<file path="src/rtl/chipalooza_project_sel.sv">
// Wishbone-controlled selector that hands the shared GPIOs to one sub-project.
// Every switch-over breaks the old project, waits a dead time, then makes the new one.
module chipalooza_project_sel #(
  parameter int          N_PROJ      = 8,
  parameter int          N_IO        = 27,
  parameter int          DEAD_CYCLES = 16,
  parameter logic [31:0] BASE_ADDR   = 32'h3000_0000
) (
  input  logic                     wb_clk_i,
  input  logic                     wb_rstn_i,
  input  logic                     wbs_stb_i,
  input  logic                     wbs_cyc_i,
  input  logic                     wbs_we_i,
  input  logic [3:0]               wbs_sel_i,
  input  logic [31:0]              wbs_adr_i,
  input  logic [31:0]              wbs_dat_i,
  output logic                     wbs_ack_o,
  output logic [31:0]              wbs_dat_o,
  input  logic [N_PROJ*N_IO-1:0]   proj_io_out,
  input  logic [N_PROJ*N_IO-1:0]   proj_io_oeb,
  output logic [N_IO-1:0]          io_out,
  output logic [N_IO-1:0]          io_oeb,
  output logic [N_PROJ-1:0]        proj_ena,
  output logic                     irq
);

  localparam logic [8:0] N_PROJ_W = 9'(N_PROJ);
  localparam logic [7:0] IDX_NONE = 8'hFF;

  typedef enum logic [1:0] {
    ST_STABLE,
    ST_BREAK,
    ST_DEAD,
    ST_MAKE
  } state_t;

  state_t            state_q, state_d;
  logic [7:0]        sel_q, sel_d;
  logic [15:0]       dead_q, dead_d;
  logic              done_q, done_d;
  logic              err_q, err_d;
  logic [1:0]        irqen_q, irqen_d;
  logic [7:0]        active_q, active_d;
  logic [7:0]        target_q, target_d;
  logic [15:0]       cnt_q, cnt_d;
  logic [N_PROJ-1:0] ena_q, ena_d;
  logic              irq_q, irq_d;
  logic              ack_q, ack_d;
  logic [31:0]       dat_q, dat_d;

  logic              wb_hit;
  logic              wb_req;
  logic              wr_sel, wr_dead, wr_status, wr_irqen;
  logic              rd_req;
  logic              busy;
  logic              sel_launch;
  logic              sel_reject;
  logic              done_set;
  logic              target_valid;
  logic [N_PROJ-1:0] target_onehot;
  logic [31:0]       rdata;
  logic              unused_bits;

  assign unused_bits = ^{wbs_adr_i[1:0], wbs_dat_i[31:16], wbs_sel_i[3:2]};

  assign wb_hit    = (wbs_adr_i[31:4] == BASE_ADDR[31:4]);
  assign wb_req    = wbs_stb_i & wbs_cyc_i & wb_hit & ~ack_q;
  assign rd_req    = wb_req & ~wbs_we_i;
  assign wr_sel    = wb_req & wbs_we_i & (wbs_adr_i[3:2] == 2'd0);
  assign wr_dead   = wb_req & wbs_we_i & (wbs_adr_i[3:2] == 2'd1);
  assign wr_status = wb_req & wbs_we_i & (wbs_adr_i[3:2] == 2'd2);
  assign wr_irqen  = wb_req & wbs_we_i & (wbs_adr_i[3:2] == 2'd3);

  assign busy       = (state_q != ST_STABLE);
  assign sel_launch = wr_sel & ~busy & wbs_sel_i[0];
  assign sel_reject = wr_sel & busy;

  // Out-of-range targets decode to no enable at all.
  assign target_valid = ({1'b0, target_q} < N_PROJ_W);

  for (genvar gi = 0; gi < N_PROJ; gi++) begin : g_onehot
    assign target_onehot[gi] = (target_q == 8'(gi));
  end

  always_comb begin
    rdata = 32'd0;
    case (wbs_adr_i[3:2])
      2'd0: rdata = {24'd0, sel_q};
      2'd1: rdata = {16'd0, dead_q};
      2'd2: rdata = {16'd0, active_q, 5'd0, err_q, done_q, busy};
      default: rdata = {30'd0, irqen_q};
    endcase
  end

  always_comb begin
    sel_d   = sel_q;
    dead_d  = dead_q;
    irqen_d = irqen_q;
    if (sel_launch) begin
      sel_d = wbs_dat_i[7:0];
    end
    if (wr_dead) begin
      if (wbs_sel_i[0]) dead_d[7:0]  = wbs_dat_i[7:0];
      if (wbs_sel_i[1]) dead_d[15:8] = wbs_dat_i[15:8];
    end
    if (wr_irqen && wbs_sel_i[0]) begin
      irqen_d = wbs_dat_i[1:0];
    end
  end

  always_comb begin
    state_d  = state_q;
    target_d = target_q;
    cnt_d    = cnt_q;
    active_d = active_q;
    ena_d    = ena_q;
    done_set = 1'b0;
    case (state_q)
      ST_STABLE: begin
        if (sel_launch) begin
          state_d  = ST_BREAK;
          target_d = wbs_dat_i[7:0];
          cnt_d    = (dead_q == 16'd0) ? 16'd1 : dead_q;
          ena_d    = '0;
        end
      end
      ST_BREAK: begin
        state_d = ST_DEAD;
      end
      ST_DEAD: begin
        if (cnt_q <= 16'd1) begin
          state_d  = ST_MAKE;
          ena_d    = target_onehot;
          active_d = target_valid ? target_q : IDX_NONE;
        end else begin
          cnt_d = cnt_q - 16'd1;
        end
      end
      default: begin
        state_d  = ST_STABLE;
        done_set = 1'b1;
      end
    endcase
  end

  // Sticky flags: a hardware set on the same edge beats the W1C clear.
  always_comb begin
    done_d = (done_q & ~(wr_status & wbs_sel_i[0] & wbs_dat_i[1])) | done_set;
    err_d  = (err_q  & ~(wr_status & wbs_sel_i[0] & wbs_dat_i[2])) | sel_reject;
    irq_d  = (done_q & irqen_q[0]) | (err_q & irqen_q[1]);
    ack_d  = wb_req;
    dat_d  = rd_req ? rdata : 32'd0;
  end

  always_ff @(posedge wb_clk_i) begin
    if (!wb_rstn_i) begin
      state_q  <= ST_STABLE;
      sel_q    <= IDX_NONE;
      dead_q   <= 16'(DEAD_CYCLES);
      done_q   <= 1'b0;
      err_q    <= 1'b0;
      irqen_q  <= 2'd0;
      active_q <= IDX_NONE;
      target_q <= IDX_NONE;
      cnt_q    <= 16'd0;
      ena_q    <= '0;
      irq_q    <= 1'b0;
      ack_q    <= 1'b0;
      dat_q    <= 32'd0;
    end else begin
      state_q  <= state_d;
      sel_q    <= sel_d;
      dead_q   <= dead_d;
      done_q   <= done_d;
      err_q    <= err_d;
      irqen_q  <= irqen_d;
      active_q <= active_d;
      target_q <= target_d;
      cnt_q    <= cnt_d;
      ena_q    <= ena_d;
      irq_q    <= irq_d;
      ack_q    <= ack_d;
      dat_q    <= dat_d;
    end
  end

  // GPIOs follow the active project only once the switch-over has settled.
  always_comb begin
    io_out = '0;
    io_oeb = '1;
    if (state_q == ST_STABLE) begin
      for (int k = 0; k < N_PROJ; k++) begin
        if (active_q == 8'(k)) begin
          io_out = proj_io_out[k*N_IO +: N_IO];
          io_oeb = proj_io_oeb[k*N_IO +: N_IO];
        end
      end
    end
  end

  assign proj_ena  = ena_q;
  assign irq       = irq_q;
  assign wbs_ack_o = ack_q;
  assign wbs_dat_o = dat_q;

endmodule

</file>
<file path="config.mk">
export PLATFORM = sky130hd
export DESIGN_NAME = chipalooza_project_sel
export DESIGN_NICKNAME = d
export VERILOG_FILES = /design/src/rtl/chipalooza_project_sel.sv
export SDC_FILE = /design/constraint.sdc
export NUM_CORES = 1
export LEC_CHECK = 0
export CORE_AREA = 2 2 234 236
export CTS_CLUSTER_DIAMETER = 100
export DETAILED_ROUTE_END_ITERATION = 7
export DIE_AREA = 0 0 236 238
export GPL_ROUTABILITY_DRIVEN = 0
export PLACE_DENSITY_LB_ADDON = 0.12
export SETUP_SLACK_MARGIN = 0.15
export SYNTH_ARGS = -nofsm -noshare
export SYNTH_HDL_FRONTEND = slang
export SYNTH_SLANG_ARGS = --single-unit
</file>
<file path="constraint.sdc">
create_clock -name wb_clk_i -period 3.2 [get_ports wb_clk_i]
set_input_delay 0.48 -clock wb_clk_i [delete_from_list [all_inputs] [get_ports wb_clk_i]]
set_output_delay 0.48 -clock wb_clk_i [all_outputs]
set_load 0.05 [all_outputs]
</file>
-- Word level (Yosys, flattened, before mapping)
Cells that the tools add are included.
- add/sub/neg operators: 1
- order comparisons: 2
- equal/unequal tests: 23
- muxes and demuxes: 31
- bitwise logic cells: 27
- reduce and logical (&&, ||, !) cells: 17
- operators by type and width (cell ; number):
    $mux W27 ; 18
    $eq A8 B3 Y1 const B ; 8
    $mux W16 ; 3
    $pmux W16 S3 ; 1
    $eq A8 B2 Y1 const B ; 4
    $pmux W16 S2 ; 1
    $eq A28 B26 Y1 const B ; 1
    $mux W8 ; 3
    $and A1 B1 Y1 ; 19
    $eq A8 B1 Y1 const B ; 2
    $le A16 B1 Y1 const B ; 1
    $logic_not A16 Y1 ; 1
    $logic_not A8 Y1 ; 2
    $pmux W8 S2 ; 1
    $sub A16 B1 Y16 const B ; 1
    $reduce_and A2 Y1 ; 6
    $lt A8 B4 Y1 const B ; 1
    $eq A2 B2 Y1 const B ; 3
    $ne A2 B2 Y1 const B ; 3
    $pmux W2 S3 ; 1
    $reduce_and A3 Y1 ; 2
    $not A1 Y1 ; 5
    $eq A2 B1 Y1 const B ; 2
    $logic_not A2 Y1 ; 2
    other kinds (6) ; 10
- register bits after elaboration: 104
- input port bits: 505
- output and inout port bits: 96

-- Longest topological paths before layout
- word-level depth: 10
- mapped depth: 9

-- Least setup slack after synthesis
No wires, ideal clock.
- path kind: reg2out
- from: register active_q[4]
- to: output io_oeb[10]
- arrival: 3.527 ns
- path slack: -0.807 ns
- cell stages (with the launch flop): 8
- path buffers: 2
- cells stage by stage: dfxtp_1 or4_1 buf_2 nor2_2 and3_1 buf_2 a2111oi_0 o311ai_0
- longest elaborated chain between the ends: 10
- elaborated cells between the ends (all ways): 17
- those cells by class: eq/ne (7); mux (9); reduce/logical (1)
- ends and longest elaborated chain (what ; line ; RTL):
    from (decl) ; 43 ; logic [7:0] active_q, active_d;
    from (signal assigned) ; 177 ; active_q <= active_d;
    $logic_not A8 Y1 ; 193 ; if (active_q == 8'(k)) begin
    $mux W27 (7 in series) ; 193 ;
    $mux W27 (*) ; 193 ;
    $mux W27 (*) ; 191 ; if (state_q == ST_STABLE) begin
    to (decl) ; 22 ; output logic [N_IO-1:0] io_oeb,
Mark *: on every way between the ends. The rest lies on a longest branch, timed or not.

-- Worst setup path after layout
- from: register active_q[6]
- to: output io_oeb[5]
Same word-level chain as after synthesis.

==> flow_summary.yaml <==
routing:
  drc: 0
  via_per_inst: 4.80
  first_pass_iters: 5
  drt_iter0_drc: 624
  wl_per_cell_um: 26.5
  antenna_left: 0
  vias: 11700
  routed_wl_um: 64300
placement:
  post-place-ws_ns: -0.233
  portBuffers: 564
  dpl.cell_count: 2358
  dp_hpwl_um: 49700
  placed_cell_area_mm2: 0.0156
floorplan:
  die-area_mm2: 0.0562
  die_w_um: 236
  ios: 601
  core_area_mm2: 0.0535
  start_util: 0.156
  rows: 85
  dieHeight_um: 238
sta:
  slew_headroom: 0.504
  fin_ws_ns: 0.0191
  setup_viol: 0
  finalCritPeriodShare: 0.994
  drv_slew: 0
  period_minus_slack_ns: 3.18
  rsz0062_at_grt: "yes"
  hold_viol: 0
  fmax_ghz: 0.314
  fin_skew_ns: 0.00996
  worst_pin_slew_ns: 0.744
global_routing:
  grt_pass1_wl_um: 88800
  grtUsageTotal: 0.217
  grt_pass1_vias: 11700
  antenna_found_initial: 36
  grt_remaining_overflow: 0
  grt_max_degree: 78
setup_path:
  max_stage_delay_ns: 0.55
  cp.arrival_ns: 2.70
  crit_top_cell: "buf_12"
  start_kind: "flip-flop"
  endpoint_kind: "primary output"
  required_ns: 2.72
  path_class: "reg -> out"
  crit_chain: "or4_4, nor2_4, buf_12, and3_4, buf_12, buf_12, buf_16, a2111oi_4, o311ai_2, buf_12"
  path_max_fanout: 6
  critPathSlowestCell: "or4_4"
yosys:
  synthCells: 1148
  synthArstFlopShare: 0
  ys.flop_type: "dfxtp_1"
  synth_mux_area_frac: 0.129
  synth-seq-cells: 88
  seq_area_frac_synth: 0.212
  yosys.area_share.simple: 0.228
  avgSynthCellArea_um2: 7.25
  yosys_warnings: 0
  synth_xor_area_frac: 0
  synth_edf_count: 0
  netlist_area_mm2: 0.00832
  synthAdderAreaFrac: 0.00902
  synth_compound_area_frac: 0.343
  synth_cell_type_count: 67
  synth_top_family_by_area: "compound AO/OA/AOI/OAI gates"
clock_network:
  ctsHoldBuffers: 0
  clk_pin_slew_ns: 0.06
  htree_levels: 3
  tritoncts: "yes"
  cts_buffers: 9
  clk_latency_ns: 0.34
  clock-sinks: 88
  cts-root-buf: "clkbuf_16"
  cts_buffer_depth: 2
cells_and_area:
  utilization: 0.322
  drive_gt1_frac: 0.210
  fill_cells: 5653
  layout.cells.non_filler: 2427
  fin_area_mm2: 0.0172
  nets: 2216
  area_growth_pct: 107
hold_path:
  hold_path_class: "reg -> reg"
power:
  power_leakage_nw: 6.05
  p_per_area_mw_per_mm2: 173
  seq_power_share: 0.367
  power.share.clock: 0.362
  internal-power_w: 0.00230
  ir_drop_v: 0.000222
  p_comb_frac: 0.271
  power.switching_w: 0.000681
  switching_share: 0.229
job:
  max_cap_violations: 0
status:
  status: "finished clean"
[final timing paths]
kind                                 start                       end  slack [ns]  depth (start not counted)
setup / recovery  active_q[6]$_SDFFE_PN1P_                 io_oeb[5]        0.02                         10
hold / removal    proj_ena[6]$_SDFFE_PN0P_  proj_ena[6]$_SDFFE_PN0P_        0.46                          2
hold reg to reg   proj_ena[6]$_SDFFE_PN0P_  proj_ena[6]$_SDFFE_PN0P_        0.46                          2
setup reg to reg     cnt_q[6]$_SDFFE_PN0P_     cnt_q[5]$_SDFFE_PN0P_        0.57                          5
[registers in the layout, indices dropped and copies added, names as in the netlist, 2 cells and up]
name,count
sel_q,8
cnt_q,16
dead_q,16
target_q,8
wbs_dat_o,16
irqen_q,2
active_q,8
proj_ena,8
state_q,2
[metal layers]
layer  GRT usage  vias to the layer above  part of all wire
met3      0.0465                       78             0.057
met5           0                        -            0.0014
li1            -                     5505                 -
met1       0.260                     5650              0.40
met4      0.0716                       12             0.026
met2       0.383                      414              0.51
[cell type report]
class / instances / area, µm² / share of cell area
clock inverters: 4 / 52.6 / 0.00305
diodes: 21 / 52.6 / 0.00305
inverters: 12 / 47.5 / 0.00276
repair buffers: 667 / 7350 / 0.427
flip-flops and latches: 88 / 1770 / 0.103
multi-input cells: 927 / 6840 / 0.397
well taps: 696 / 871 / 0.0505
clock buffers: 12 / 246 / 0.0143
[synth_stat cells, drive strengths merged (4+ instances only)]
| cell | number | area [µm²] |
|---|---|---|
| and3 | 4 | 25.0 |
| dfxtp | 88 | 1760 |
| o32ai | 5 | 51.3 |
| nand2b | 4 | 25.0 |
| ha | 6 | 75.1 |
| nand3 | 45 | 225 |
| o221ai | 21 | 184 |
| or4 | 4 | 33.8 |
| nor4 | 17 | 134 |
| nor2 | 97 | 367 |
| buf | 49 | 289 |
| a21boi | 21 | 158 |
| mux2 | 54 | 608 |
| o21ai | 44 | 224 |
| a2111oi | 24 | 210 |
| o31ai | 14 | 119 |
| o311ai | 31 | 272 |
| a211oi | 32 | 240 |
| nand2 | 123 | 462 |
| a21oi | 68 | 344 |
| nand4 | 8 | 50.1 |
| a221oi | 6 | 52.6 |
| inv | 12 | 45.0 |
| a21o | 4 | 30.0 |
| nor2b | 36 | 225 |
| o21a | 5 | 37.5 |
| a22oi | 52 | 390 |
| clkbuf | 87 | 327 |
| o31a | 4 | 35.0 |
| o22ai | 55 | 344 |
| o211ai | 6 | 45.0 |
| nor3 | 49 | 255 |
| mux2i | 44 | 440 |
[critical path, delay by kind of cell (launching register included)]
| family | cells | cell delay (ns) |
|---|---|---|
| buffers and inverters | 5 | 0.68 |
| AOI/OAI and AO/OA | 2 | 0.40 |
| DFF | 1 | 0.32 |
| and+or+nand+nor | 3 | 0.95 |
[through the flow]
stage / hold slack, ns / total power, W / TNS, ns
2_1_floorplan: 0.436 / 0.00127 / 0
3_3_place_gp: 0.453 / 0.00190 / -0.421
3_5_place_dp: 0.454 / 0.00190 / -0.331
4_1_cts: 0.468 / 0.00301 / -0.0149
5_1_grt: 0.493 / 0.00311 / -1.27
6_report: 0.461 / 0.00298 / 0
[cell families (layout without fill, tap and decap cells)]
family	Yosys count	count (layout)
buf+inv	148	695
compound gates	406	406
mux	99	99
other cells	1	37
flops	88	88
fa+ha+maj	6	6
simple gates	400	400
[power groups by stage]
stage / Combinational (W) / Clock (W) / Sequential, W
3_3_place_gp: 0.000785 / 0 / 0.00112
5_1_grt: 0.000851 / 0.00116 / 0.00109
4_1_cts: 0.000803 / 0.00112 / 0.00109
6_report: 0.000808 / 0.00108 / 0.00109
3_5_place_dp: 0.000788 / 0 / 0.00112
2_1_floorplan: 0.000150 / 0 / 0.00112
[placed cells by master, fill, tap and decap left out, types with 16 or more instances in the layout]
master           instances
clkdlybuf4s50_1        510
nand2_1                121
nor2_1                  84
dfxtp_1                 84
a21oi_1                 67
buf_4                   67
buf_12                  58
mux2_2                  54
o22ai_1                 51
nand3_1                 45
mux2i_1                 44
nor3_1                  40
a22oi_1                 39
o21ai_0                 39
nor2b_1                 34
a211oi_1                32
diode_2                 21
o221ai_1                21
a21boi_2                21
o311ai_4                17
buf_6                   17
conb_1                  16
[timing repair]
action	in CTS	in global routing
buffers inserted	10	9
gates cloned	8	5
pin swaps	45	23
endpoints found under the setup margin	54	52
gates resized for setup	103	42
endpoints found under the hold margin	0	0
Note: power is estimated with default switching activity, not from simulation.
